==> config.mk <==
export PLATFORM = sky130hd
export DESIGN_NAME = ftdi_tx_arbiter_flat
export DESIGN_NICKNAME = d
export VERILOG_FILES = /design/src/rtl/ftdi_tx_arbiter_pkg.sv /design/src/rtl/ftdi_tx_arbiter_if.sv /design/src/rtl/ftdi_tx_arbiter_rr_arbiter.sv /design/src/rtl/ftdi_tx_arbiter.sv /design/src/flat_wrapper.sv
export SDC_FILE = /design/constraint.sdc
export NUM_CORES = 1
export LEC_CHECK = 0
export CORE_MARGIN = 2
export CORE_UTILIZATION = 28
export CTS_CLUSTER_SIZE = 14
export DETAILED_ROUTE_END_ITERATION = 10
export PLACE_DENSITY = 0.55
export RECOVER_POWER = 100
export SYNTH_ARGS = -nofsm -noshare
export SYNTH_HDL_FRONTEND = slang
export SYNTH_SLANG_ARGS = --single-unit
==> constraint.sdc <==
create_clock -name iClk -period 5.6 [get_ports iClk]
set_input_delay 0.56 -clock iClk [delete_from_list [all_inputs] [get_ports iClk]]
set_output_delay 0.56 -clock iClk [all_outputs]
set_load 0.02 [all_outputs]
==> src/rtl/ftdi_tx_arbiter_pkg.sv <==
// ----------------------------------------------------------------------------
// ftdi_tx_arbiter_pkg
// Shared definitions for the FTDI TX arbiter and related FTDI-side blocks:
// FSM state encodings, the default frame header base value, header field
// widths and the payload length clamp helper.
// No ports (package).
// ----------------------------------------------------------------------------
package ftdi_tx_arbiter_pkg;

    // FSM state encodings
    localparam logic [2:0] ST_IDLE  = 3'd0;
    localparam logic [2:0] ST_HDR   = 3'd1;
    localparam logic [2:0] ST_LEN   = 3'd2;
    localparam logic [2:0] ST_FETCH = 3'd3;
    localparam logic [2:0] ST_DATA  = 3'd4;
    localparam logic [2:0] ST_DONE  = 3'd5;

    // Header byte = base | source index; the index occupies the low bits
    localparam logic [7:0] HDR_BASE_DEFAULT = 8'hA0;
    localparam int         HDR_IDX_W        = 3;
    localparam int         HDR_BASE_W       = 8 - HDR_IDX_W;

    // Limit a requested payload length to the largest packet a source can hold
    function automatic logic [7:0] clamp_len(input logic [7:0] len,
                                             input logic [7:0] max_len);
        if (len > max_len) begin
            return max_len;
        end else begin
            return len;
        end
    endfunction

endpackage

==> src/rtl/ftdi_tx_arbiter_if.sv <==
// ----------------------------------------------------------------------------
// ftdi_tx_arbiter_if
// Byte-stream valid/ready handshake between the TX arbiter (master) and the
// FTDI FIFO writer (slave).
//   tx_data   master->slave  8  byte being offered
//   tx_valid  master->slave  1  tx_data is valid
//   tx_ready  slave->master  1  writer accepts the byte this cycle
// ----------------------------------------------------------------------------
interface ftdi_tx_arbiter_if;
    logic [7:0] tx_data;
    logic       tx_valid;
    logic       tx_ready;

    modport master (output tx_data, output tx_valid, input tx_ready);
    modport slave  (input tx_data, input tx_valid, output tx_ready);
endinterface

==> src/rtl/ftdi_tx_arbiter_rr_arbiter.sv <==
// ----------------------------------------------------------------------------
// rr_arbiter
// Combinational round-robin pick: returns the first requesting index at or
// after the pointer, wrapping modulo pNumReq. The pointer register is owned
// by the parent.
//   iReq    in   pNumReq          request vector
//   iPtr    in   $clog2(pNumReq)  highest-priority index this round
//   oGrant  out  pNumReq          one-hot winner (all zero when no request)
//   oIdx    out  $clog2(pNumReq)  binary index of the winner
//   oAny    out  1                at least one request present
// ----------------------------------------------------------------------------
module rr_arbiter #(
    parameter int pNumReq = 4
) (
    input  logic [pNumReq-1:0]         iReq,
    input  logic [$clog2(pNumReq)-1:0] iPtr,
    output logic [pNumReq-1:0]         oGrant,
    output logic [$clog2(pNumReq)-1:0] oIdx,
    output logic                       oAny
);
    localparam int IW = $clog2(pNumReq);

    int w_pos;

    // Scan from the pointer upward; the first hit wins and later hits are ignored
    always_comb begin
        oGrant = '0;
        oIdx   = '0;
        oAny   = 1'b0;
        w_pos  = 0;
        for (int k = 0; k < pNumReq; k++) begin
            w_pos = int'(iPtr) + k;
            if (w_pos >= pNumReq) begin
                w_pos = w_pos - pNumReq;
            end else begin
                w_pos = w_pos;
            end
            if (!oAny && iReq[w_pos]) begin
                oAny          = 1'b1;
                oGrant[w_pos] = 1'b1;
                oIdx          = IW'(w_pos);
            end else begin
                oAny = oAny;
            end
        end
    end

endmodule

==> src/rtl/ftdi_tx_arbiter.sv <==
// ----------------------------------------------------------------------------
// ftdi_tx_arbiter
// Shares the FTDI TX byte path between pNumReq packet sources. A source is
// picked round-robin and its packet is sent as: header, length, payload.
// Each payload byte is fetched from the source's registered-read RAM with a
// one-cycle wait, so payload moves at one byte per two cycles at best.
//   iClk      in   1                system clock
//   iRst      in   1                synchronous active-high reset
//   iReq      in   pNumReq          source i has a complete packet
//   iLen      in   pNumReq*8        payload length per source (byte i)
//   oGrant    out  pNumReq          one-hot grant, held for the frame
//   oRdAddr   out  $clog2(pMaxLen)  payload byte index into granted RAM
//   iRdData   in   pNumReq*8        RAM read data per source (1-cycle latency)
//   oDone     out  pNumReq          one-cycle pulse when source i's frame ends
//   tx        master modport        byte stream to the FTDI writer
//   oBusy     out  1                a frame is in progress
// ----------------------------------------------------------------------------
module ftdi_tx_arbiter
    import ftdi_tx_arbiter_pkg::*;
#(
    parameter int         pNumReq  = 4,
    parameter int         pMaxLen  = 16,
    parameter logic [7:0] pHdrBase = HDR_BASE_DEFAULT
) (
    input  logic                         iClk,
    input  logic                         iRst,
    input  logic [pNumReq-1:0]           iReq,
    input  logic [pNumReq*8-1:0]         iLen,
    output logic [pNumReq-1:0]           oGrant,
    output logic [$clog2(pMaxLen)-1:0]   oRdAddr,
    input  logic [pNumReq*8-1:0]         iRdData,
    output logic [pNumReq-1:0]           oDone,
    ftdi_tx_arbiter_if.master            tx,
    output logic                         oBusy
);
    localparam int IW = $clog2(pNumReq);
    localparam int AW = $clog2(pMaxLen);

    logic [2:0]         r_state;
    logic [pNumReq-1:0] r_grant;
    logic [IW-1:0]      r_idx;
    logic [IW-1:0]      r_ptr;
    logic [7:0]         r_len;
    logic [AW-1:0]      r_rd_addr;
    logic [pNumReq-1:0] r_done;
    logic [7:0]         r_tx_data;
    logic               r_tx_valid;

    logic [pNumReq-1:0] w_arb_grant;
    logic [IW-1:0]      w_arb_idx;
    logic               w_arb_any;
    logic [7:0]         w_req_len;
    logic [7:0]         w_rd_byte;
    logic               w_xfer;
    logic               w_last;

    rr_arbiter #(.pNumReq(pNumReq)) u_rr (
        .iReq   (iReq),
        .iPtr   (r_ptr),
        .oGrant (w_arb_grant),
        .oIdx   (w_arb_idx),
        .oAny   (w_arb_any)
    );

    assign w_req_len = iLen[8*int'(w_arb_idx) +: 8];
    assign w_rd_byte = iRdData[8*int'(r_idx) +: 8];
    assign w_xfer    = r_tx_valid && tx.tx_ready;
    assign w_last    = (8'(r_rd_addr) == (r_len - 8'd1));

    // The source RAM output register holds the payload byte for the whole
    // DATA state (its address only moves on transfer), so it is forwarded
    // directly rather than copied into a second register.
    assign tx.tx_data  = (r_state == ST_DATA) ? w_rd_byte : r_tx_data;
    assign tx.tx_valid = r_tx_valid;
    assign oGrant      = r_grant;
    assign oRdAddr     = r_rd_addr;
    assign oDone       = r_done;
    assign oBusy       = (r_state != ST_IDLE);

    // Frame sequencer: arbitration, header/length emission, payload fetch loop
    always_ff @(posedge iClk) begin
        if (iRst) begin
            r_state    <= ST_IDLE;
            r_grant    <= '0;
            r_idx      <= '0;
            r_ptr      <= '0;
            r_len      <= 8'd0;
            r_rd_addr  <= '0;
            r_done     <= '0;
            r_tx_data  <= 8'd0;
            r_tx_valid <= 1'b0;
        end else begin
            case (r_state)
                ST_IDLE: begin
                    r_done <= '0;
                    if (w_arb_any) begin
                        r_grant    <= w_arb_grant;
                        r_idx      <= w_arb_idx;
                        r_len      <= clamp_len(w_req_len, 8'(pMaxLen));
                        r_tx_data  <= pHdrBase | 8'(w_arb_idx);
                        r_tx_valid <= 1'b1;
                        r_state    <= ST_HDR;
                    end else begin
                        r_state <= ST_IDLE;
                    end
                end
                ST_HDR: begin
                    if (w_xfer) begin
                        r_tx_data <= r_len;
                        r_state   <= ST_LEN;
                    end else begin
                        r_state <= ST_HDR;
                    end
                end
                ST_LEN: begin
                    if (w_xfer) begin
                        r_tx_valid <= 1'b0;
                        if (r_len == 8'd0) begin
                            r_done  <= r_grant;
                            r_state <= ST_DONE;
                        end else begin
                            r_rd_addr <= '0;
                            r_state   <= ST_FETCH;
                        end
                    end else begin
                        r_state <= ST_LEN;
                    end
                end
                ST_FETCH: begin
                    // RAM sees the address this cycle; data is valid next cycle
                    r_tx_valid <= 1'b1;
                    r_state    <= ST_DATA;
                end
                ST_DATA: begin
                    if (w_xfer) begin
                        r_tx_valid <= 1'b0;
                        if (w_last) begin
                            r_done  <= r_grant;
                            r_state <= ST_DONE;
                        end else begin
                            r_rd_addr <= r_rd_addr + AW'(1);
                            r_state   <= ST_FETCH;
                        end
                    end else begin
                        r_state <= ST_DATA;
                    end
                end
                ST_DONE: begin
                    r_done     <= '0;
                    r_grant    <= '0;
                    r_tx_valid <= 1'b0;
                    r_rd_addr  <= '0;
                    r_ptr      <= (r_idx == IW'(pNumReq - 1)) ? '0 : r_idx + IW'(1);
                    r_state    <= ST_IDLE;
                end
                default: begin
                    r_state    <= ST_IDLE;
                    r_grant    <= '0;
                    r_done     <= '0;
                    r_tx_valid <= 1'b0;
                end
            endcase
        end
    end

endmodule

==> src/flat_wrapper.sv <==
// flat-port wrapper written by rule: the top's interface ports become plain ports
module ftdi_tx_arbiter_flat import ftdi_tx_arbiter_pkg::*;
#(
    parameter int         pNumReq  = 4,
    parameter int         pMaxLen  = 16,
    parameter logic [7:0] pHdrBase = HDR_BASE_DEFAULT
)
  (iClk, iRst, iReq, iLen, oGrant, oRdAddr, iRdData, oDone, oBusy, tx_tx_data, tx_tx_valid, tx_tx_ready);
  ftdi_tx_arbiter_if tx_i ();
  input  logic iClk;
  input  logic iRst;
  input  logic [pNumReq-1:0] iReq;
  input  logic [pNumReq*8-1:0] iLen;
  output logic [pNumReq-1:0] oGrant;
  output logic [$clog2(pMaxLen)-1:0] oRdAddr;
  input  logic [pNumReq*8-1:0] iRdData;
  output logic [pNumReq-1:0] oDone;
  output logic oBusy;
  output wire logic [$bits(tx_i.tx_data)-1:0] tx_tx_data;
  output wire logic [$bits(tx_i.tx_valid)-1:0] tx_tx_valid;
  input wire logic [$bits(tx_i.tx_ready)-1:0] tx_tx_ready;
  assign tx_tx_data = tx_i.tx_data;
  assign tx_tx_valid = tx_i.tx_valid;
  assign tx_i.tx_ready = tx_tx_ready;
  ftdi_tx_arbiter #(.pNumReq(pNumReq), .pMaxLen(pMaxLen), .pHdrBase(pHdrBase)) u_core (.iClk(iClk), .iRst(iRst), .iReq(iReq), .iLen(iLen), .oGrant(oGrant), .oRdAddr(oRdAddr), .iRdData(iRdData), .oDone(oDone), .tx(tx_i), .oBusy(oBusy));
endmodule
==> flow_metrics.tcl, run 1 <==
set metrics [dict create \
    status "finished with violations" \
    failed_checks "max-capacitance violations, max-slew violations" \
    antenna_cells 0 \
    insertion_delay_ns 0.29 \
    r2r-end "u_core.r_len[2]" \
    grt_overflow 0 \
    rr_worst_depth 8 \
    muxShareOfSynthArea_pct 14.3 \
    grt_util_all_layers_pct 13.8 \
    wire_per_inst_um 14.0 \
    powerDensity_nw_per_um2 189 \
    clk_pin_slew_ns 0.07 \
    cts-resized-gates 0 \
    fin_nets 475 \
    cts_max_level 2 \
    synth_cells 319 \
    synthSimpleGateAreaFrac_pct 23.5 \
    ys_warn_count 0 \
    hold_viol_final 0 \
    period_minus_slack_ns 3.85 \
    firstDrtPassIters 4 \
    cpPeakStageDelay_ns 0.67 \
    rrSetupSlack_ns 1.75 \
    synthAdderAreaFrac_pct 3.31 \
    pin_count 93 \
    vias_per_cell 5.14 \
    crit-reg2reg-launch "u_core.r_ptr[0]" \
    dieArea_um2 10200 \
    num_vias 2616 \
    postCtsSetupBuffers 0 \
    ys_types 55 \
    p_leak_nw 1.42 \
    postSynthAreaPerCell_um2 8.28 \
    synth_edf_count 0 \
    area_growth_pct 38.7 \
    core_um2 9200 \
    fmaxAchievable_mhz 260 \
    wl_um 7120 \
    ys_ff_latch 36 \
    rsz0062_at_grt "false" \
    skew_ns 0.00490 \
    fill_cells 934 \
    path_depth 8 \
    synth-seq-area-share_pct 27.3 \
    drive_gt1_share_pct 6.53 \
    syn-cell-area_um2 2640 \
    numPortBuffers 92 \
    synthXorXnorAreaFrac_pct 1.99 \
    crit_end "u_core.r_len[2]" \
    cts_root_buffer "clkbuf_8" \
    tightestPinTransition_ns 1.70 \
    grt_pass1_wl_um 11600 \
    ant_nets 0 \
    dp_hpwl_um 5560 \
    synth_top_family_by_area "compound AO/OA/AOI/OAI gates" \
    place_congestion 0.844 \
    async_flop_share_pct 0 \
    numCtsBuffers 5 \
    grt_max_degree 36 \
    drv_slew 15 \
    cts.sinks 36 \
    final_cell_mix "69 x clkdlybuf4s50_1, 39 x nor2_1, 37 x nand2_1, 36 x dfxtp_1, 23 x dlygate4sd3_1" \
    ys.flop_type "dfxtp_1" \
    hold_path.class "reg -> reg" \
    grt_pass1_vias 2469 \
    setup_tns_ns 0 \
    min_period_over_period_pct 68.7 \
    start_util_pct 28.7 \
    postCtsHoldBufs 0 \
    critPathBufInv 1 \
    cp_max_fo 13 \
    cp-end-kind "flop" \
    drt_iter0_drc 83 \
    cts_tree "yes" \
    slew_headroom_pct -13.6 \
    worstPathRequired_ns 5.75 \
    arrival_ns 4.00 \
    antenna_found_initial 0 \
    final_common_cell "clkdlybuf4s50_1" \
    holdWs_ns 0.459 \
    critical_path_class "reg -> reg" \
    finalSetupViolCount 0 \
    rows 35 \
    remaining_drc_errors 0 \
    critPathLaunch "u_core.r_ptr[0]" \
    synth_compound_area_share_pct 23.9 \
    peakVddDrop_uv 85.1 \
    critPathTopFamily "compound AO/OA/AOI/OAI gates" \
    cp_slowest_cell "and3_1" \
    cap_violations 1 \
    cts_buffer_depth 2 \
    die_h_um 101 \
    die_w_um 101 \
    crit_path_start_kind "flop" \
    worstPathCellList "inv_1, ha_1, mux2_1, a22oi_1, and3_1, nor3_1, o32ai_1, o31ai_1" \
    synth_nets 397 \
]
per-stage QoR:
| step | util, % | instance area [µm²] | cells | total power (W) | worst slack (ns) |
|---|---|---|---|---|---|
| floorplan | - | 2640 | 319 | 0.000428 | 2.69 |
| global placement | 39.3 | 3610 | 501 | 0.000524 | 2.51 |
| detailed placement | 39.3 | 3610 | 501 | 0.000525 | 2.35 |
| CTS | 40.2 | 3700 | 509 | 0.000708 | 2.46 |
| global route | 39.9 | 3660 | 509 | 0.000735 | 1.34 |
| finish | 39.9 | 3660 | 509 | 0.000692 | 1.75 |
synth_stat cells, types with 8 or more instances:
master / count / area, µm²
a211oi_1: 8 / 60.1
a21oi_1: 18 / 90.1
a22o_1: 9 / 78.8
clkbuf_1: 18 / 67.6
dfxtp_1: 36 / 721
inv_1: 11 / 41.3
mux2i_1: 9 / 90.1
mux4_2: 9 / 203
nand2_1: 37 / 139
nand3_1: 8 / 40.0
nor2_1: 39 / 146
nor3_1: 10 / 50.1
o31ai_1: 8 / 60.1
area by class of cell:
cell class | instances | area, µm² | area share (%)
Multi-Input combinational cell | 248 | 1740 | 47.5
Tap cell | 111 | 139 | 3.79
Timing Repair Buffer | 94 | 932 | 25.4
Clock inverter | 3 | 18.8 | 0.512
Sequential cell | 36 | 721 | 19.7
Clock buffer | 5 | 68.8 | 1.88
Inverter | 12 | 45.0 | 1.23
worst min-delay path, stage by stage (launching register included):
cell	delay (ns)
dfxtp_1	0.31
nand2_1	0.05
a21oi_1	0.05
cell families (layout without fill, tap and decap cells):
logic type               after synthesis  in the layout
adder cells (fa/ha/maj)                7              7
AND/OR/NAND/NOR                      127            127
flip-flops                            36             36
XOR/XNOR                               6              6
multiplexers                          25             25
AO/OA/AOI/OAI                         83             83
buffers and inverters                 35            114
metal layers:
metal / GRT usage [%] / part of all wire, % / vias up
li1: - / - / 1340
met1: 18.4 / 45 / 1186
met2: 23.2 / 48 / 84
met3: 2.90 / 6.1 / 6
met4: 2.81 / 0.74 / 0
met5: 0 / 0 / -
state kept, by name, indices dropped and copies added, names as in the netlist:
register and count:
u_core.oDone 4, u_core.r_len 8, u_core.oRdAddr 4, u_core.r_idx 2
u_core.r_state 3, u_core.oGrant 4, u_core.r_tx_data 8, u_core.r_ptr 2
u_core.tx.tx_valid 1
worst min-delay path by stage:
stage	startpoint	to	depth (start not counted)	slack, ns
floorplan	u_core.r_tx_data[0]	u_core.r_tx_data[0]	2	0.43
global placement	u_core.r_tx_data[0]	u_core.r_tx_data[0]	2	0.44
detailed placement	u_core.r_tx_data[0]	u_core.r_tx_data[0]	2	0.45
CTS	u_core.r_tx_data[0]	u_core.r_tx_data[0]	2	0.46
global route	u_core.r_tx_data[0]	u_core.r_tx_data[0]	2	0.49
finish	u_core.r_tx_data[0]	u_core.r_tx_data[0]	2	0.46
power by group:
group          internal (W)  leakage [nW]  switching [W]
registers          0.000270         0.293      0.0000209
clock network     0.0000866        0.0479      0.0000967
logic              0.000116          1.07       0.000102
Power figures use the tool's default switching activity.
==> run 2: changes to the inputs <==
==> constraint.sdc (replaced) <==
create_clock -name iClk -period 3.9 [get_ports iClk]
set_input_delay 0.39 -clock iClk [delete_from_list [all_inputs] [get_ports iClk]]
set_output_delay 0.39 -clock iClk [all_outputs]
set_load 0.02 [all_outputs]
==> flow_metrics.tcl, run 2 (synthesized netlist as in run 1, its figures left out) <==
set metrics [dict create \
    setup_tns_ns 0 \
    die_w_um 101 \
    postCtsHoldBufs 0 \
    period_minus_slack_ns 3.30 \
    fin_cells 510 \
    wl_um 7310 \
    grt_pass1_wl_um 12100 \
    p_leak_nw 1.42 \
    core_um2 9200 \
    critPathLaunch "u_core.r_ptr[0]" \
    rr_worst_depth 8 \
    power.total_w 0.00100 \
    pin_count 93 \
    met2_length_um 3440 \
    cts_buffer_depth 2 \
    die_h_um 101 \
    holdPathEnd "u_core.r_tx_data[0]" \
    final_cell_mix "68 x clkdlybuf4s50_1, 39 x nor2_1, 37 x nand2_1, 36 x dfxtp_1, 24 x dlygate4sd3_1" \
    cts_root_buffer "clkbuf_8" \
    final_common_cell "clkdlybuf4s50_1" \
    crit-reg2reg-launch "u_core.r_ptr[0]" \
    rows 35 \
    cts-resized-gates 0 \
    min_period_over_period_pct 84.6 \
    drv_slew 0 \
    cts.sinks 36 \
    m1WireLength_um 3410 \
    cts_tree "yes" \
    r2r-end "u_core.r_len[0]" \
    worst_slack_ns 0.600 \
    finalSetupViolCount 0 \
    slew_headroom_pct 47.4 \
    antenna_found_initial 0 \
    hold_viol_final 0 \
    fmaxAchievable_mhz 303 \
    drt_iter0_drc 85 \
    crit_path_start_kind "flop" \
    cts_max_level 2 \
    wl_met3_um 399 \
    place_congestion 0.835 \
    drive_gt1_share_pct 7.27 \
    peakVddDrop_uv 136 \
    grt_util_all_layers_pct 14.5 \
    remaining_drc_errors 0 \
    skew_ns 0.00317 \
    rrSetupSlack_ns 0.60 \
    worstHoldStart "u_core.r_tx_data[0]" \
    tightestPinTransition_ns 0.784 \
    hold_path.class "reg -> reg" \
    start_util_pct 28.7 \
    firstDrtPassIters 4 \
    grt_max_degree 20 \
    insertion_delay_ns 0.29 \
    largestRegisters "u_core.r_len x8, u_core.r_tx_data x8" \
    dp_hpwl_um 5710 \
    numCtsBuffers 5 \
    worstPathRequired_ns 4.07 \
    cap_violations 0 \
    clk_pin_slew_ns 0.08 \
    antenna_cells 0 \
    status "completed" \
    cp_max_fo 13 \
    pre_cts_slack_ns 0.796 \
    top_layer "met4" \
    fin_nets 476 \
    wire_per_inst_um 14.3 \
    postCtsSetupBuffers 0 \
    grt_overflow 0 \
    dieArea_um2 10200 \
    area_growth_pct 39.6 \
    dp.cells 502 \
    critical_path_class "reg -> reg" \
    worstHoldPathCells 2 \
    grt_pass1_vias 2513 \
    cp-end-kind "flop" \
    num_vias 2617 \
    rsz0062_at_grt "false" \
    arrival_ns 3.47 \
    ant_nets 0 \
    vias_per_cell 5.13 \
    numPortBuffers 92 \
    powerDensity_nw_per_um2 272 \
]
-- run 2: cell count changes in the layout (fill, tap and decap cells not counted) --
cell             previous run  this run
and3_1                      1         0
dlygate4sd3_1              23        24
and3_4                      0         1
clkdlybuf4s50_1            69        68
clkbuf_1                    1         2
o32ai_2                     1         3
o32ai_1                     3         1
-- run 2: final cells by class --
class                   count  area, µm²
fillers                   962       5510
repair buffers             95        936
clock buffers               5       68.8
well taps                 111        139
clock inverters             3       18.8
inverters                  12       45.0
multi-input cells         248       1760
flip-flops and latches     36        721
-- run 2: critical path, cell delays in order (launching register included) --
cell and delay (ns):
dfxtp_1 0.60, inv_1 0.21, ha_1 0.52, mux2_1 0.36, a22oi_1 0.42, and3_4 0.41, nor3_1 0.10, o32ai_2 0.41
o31ai_1 0.14
-- run 2: per-stage QoR --
stage / hold slack [ns] / util [%] / area (µm²)
global placement: 0.443 / 39.4 / 3620
finish: 0.460 / 40.1 / 3690
detailed placement: 0.452 / 39.4 / 3620
global route: 0.484 / 40.1 / 3690
CTS: 0.463 / 40.3 / 3710
floorplan: 0.432 / - / 2640
-- run 2: power breakdown --
part	internal [W]	switching (W)
Sequential	0.000387	0.0000312
Clock	0.000125	0.000143
Combinational	0.000169	0.000148
Total	0.000681	0.000322
-- run 2: layer usage --
metal  vias to the layer above  track usage (%)
met4                         0             2.81
met1                      1206             19.9
met2                        71             23.8
met5                         -                0
met3                         7             2.90
li1                       1333                -
-- run 2: worst max-delay path by stage --
stage                                 end  slack (ns)  cells after the start
after global placement    u_core.r_len[1]        0.90                      8
after global routing      u_core.r_len[0]        0.27                      8
final                     u_core.r_len[0]        0.60                      8
after detailed placement  u_core.r_len[0]        0.80                      8
after floorplan           u_core.r_len[2]        0.99                     11
after CTS                 u_core.r_len[0]        0.78                      8
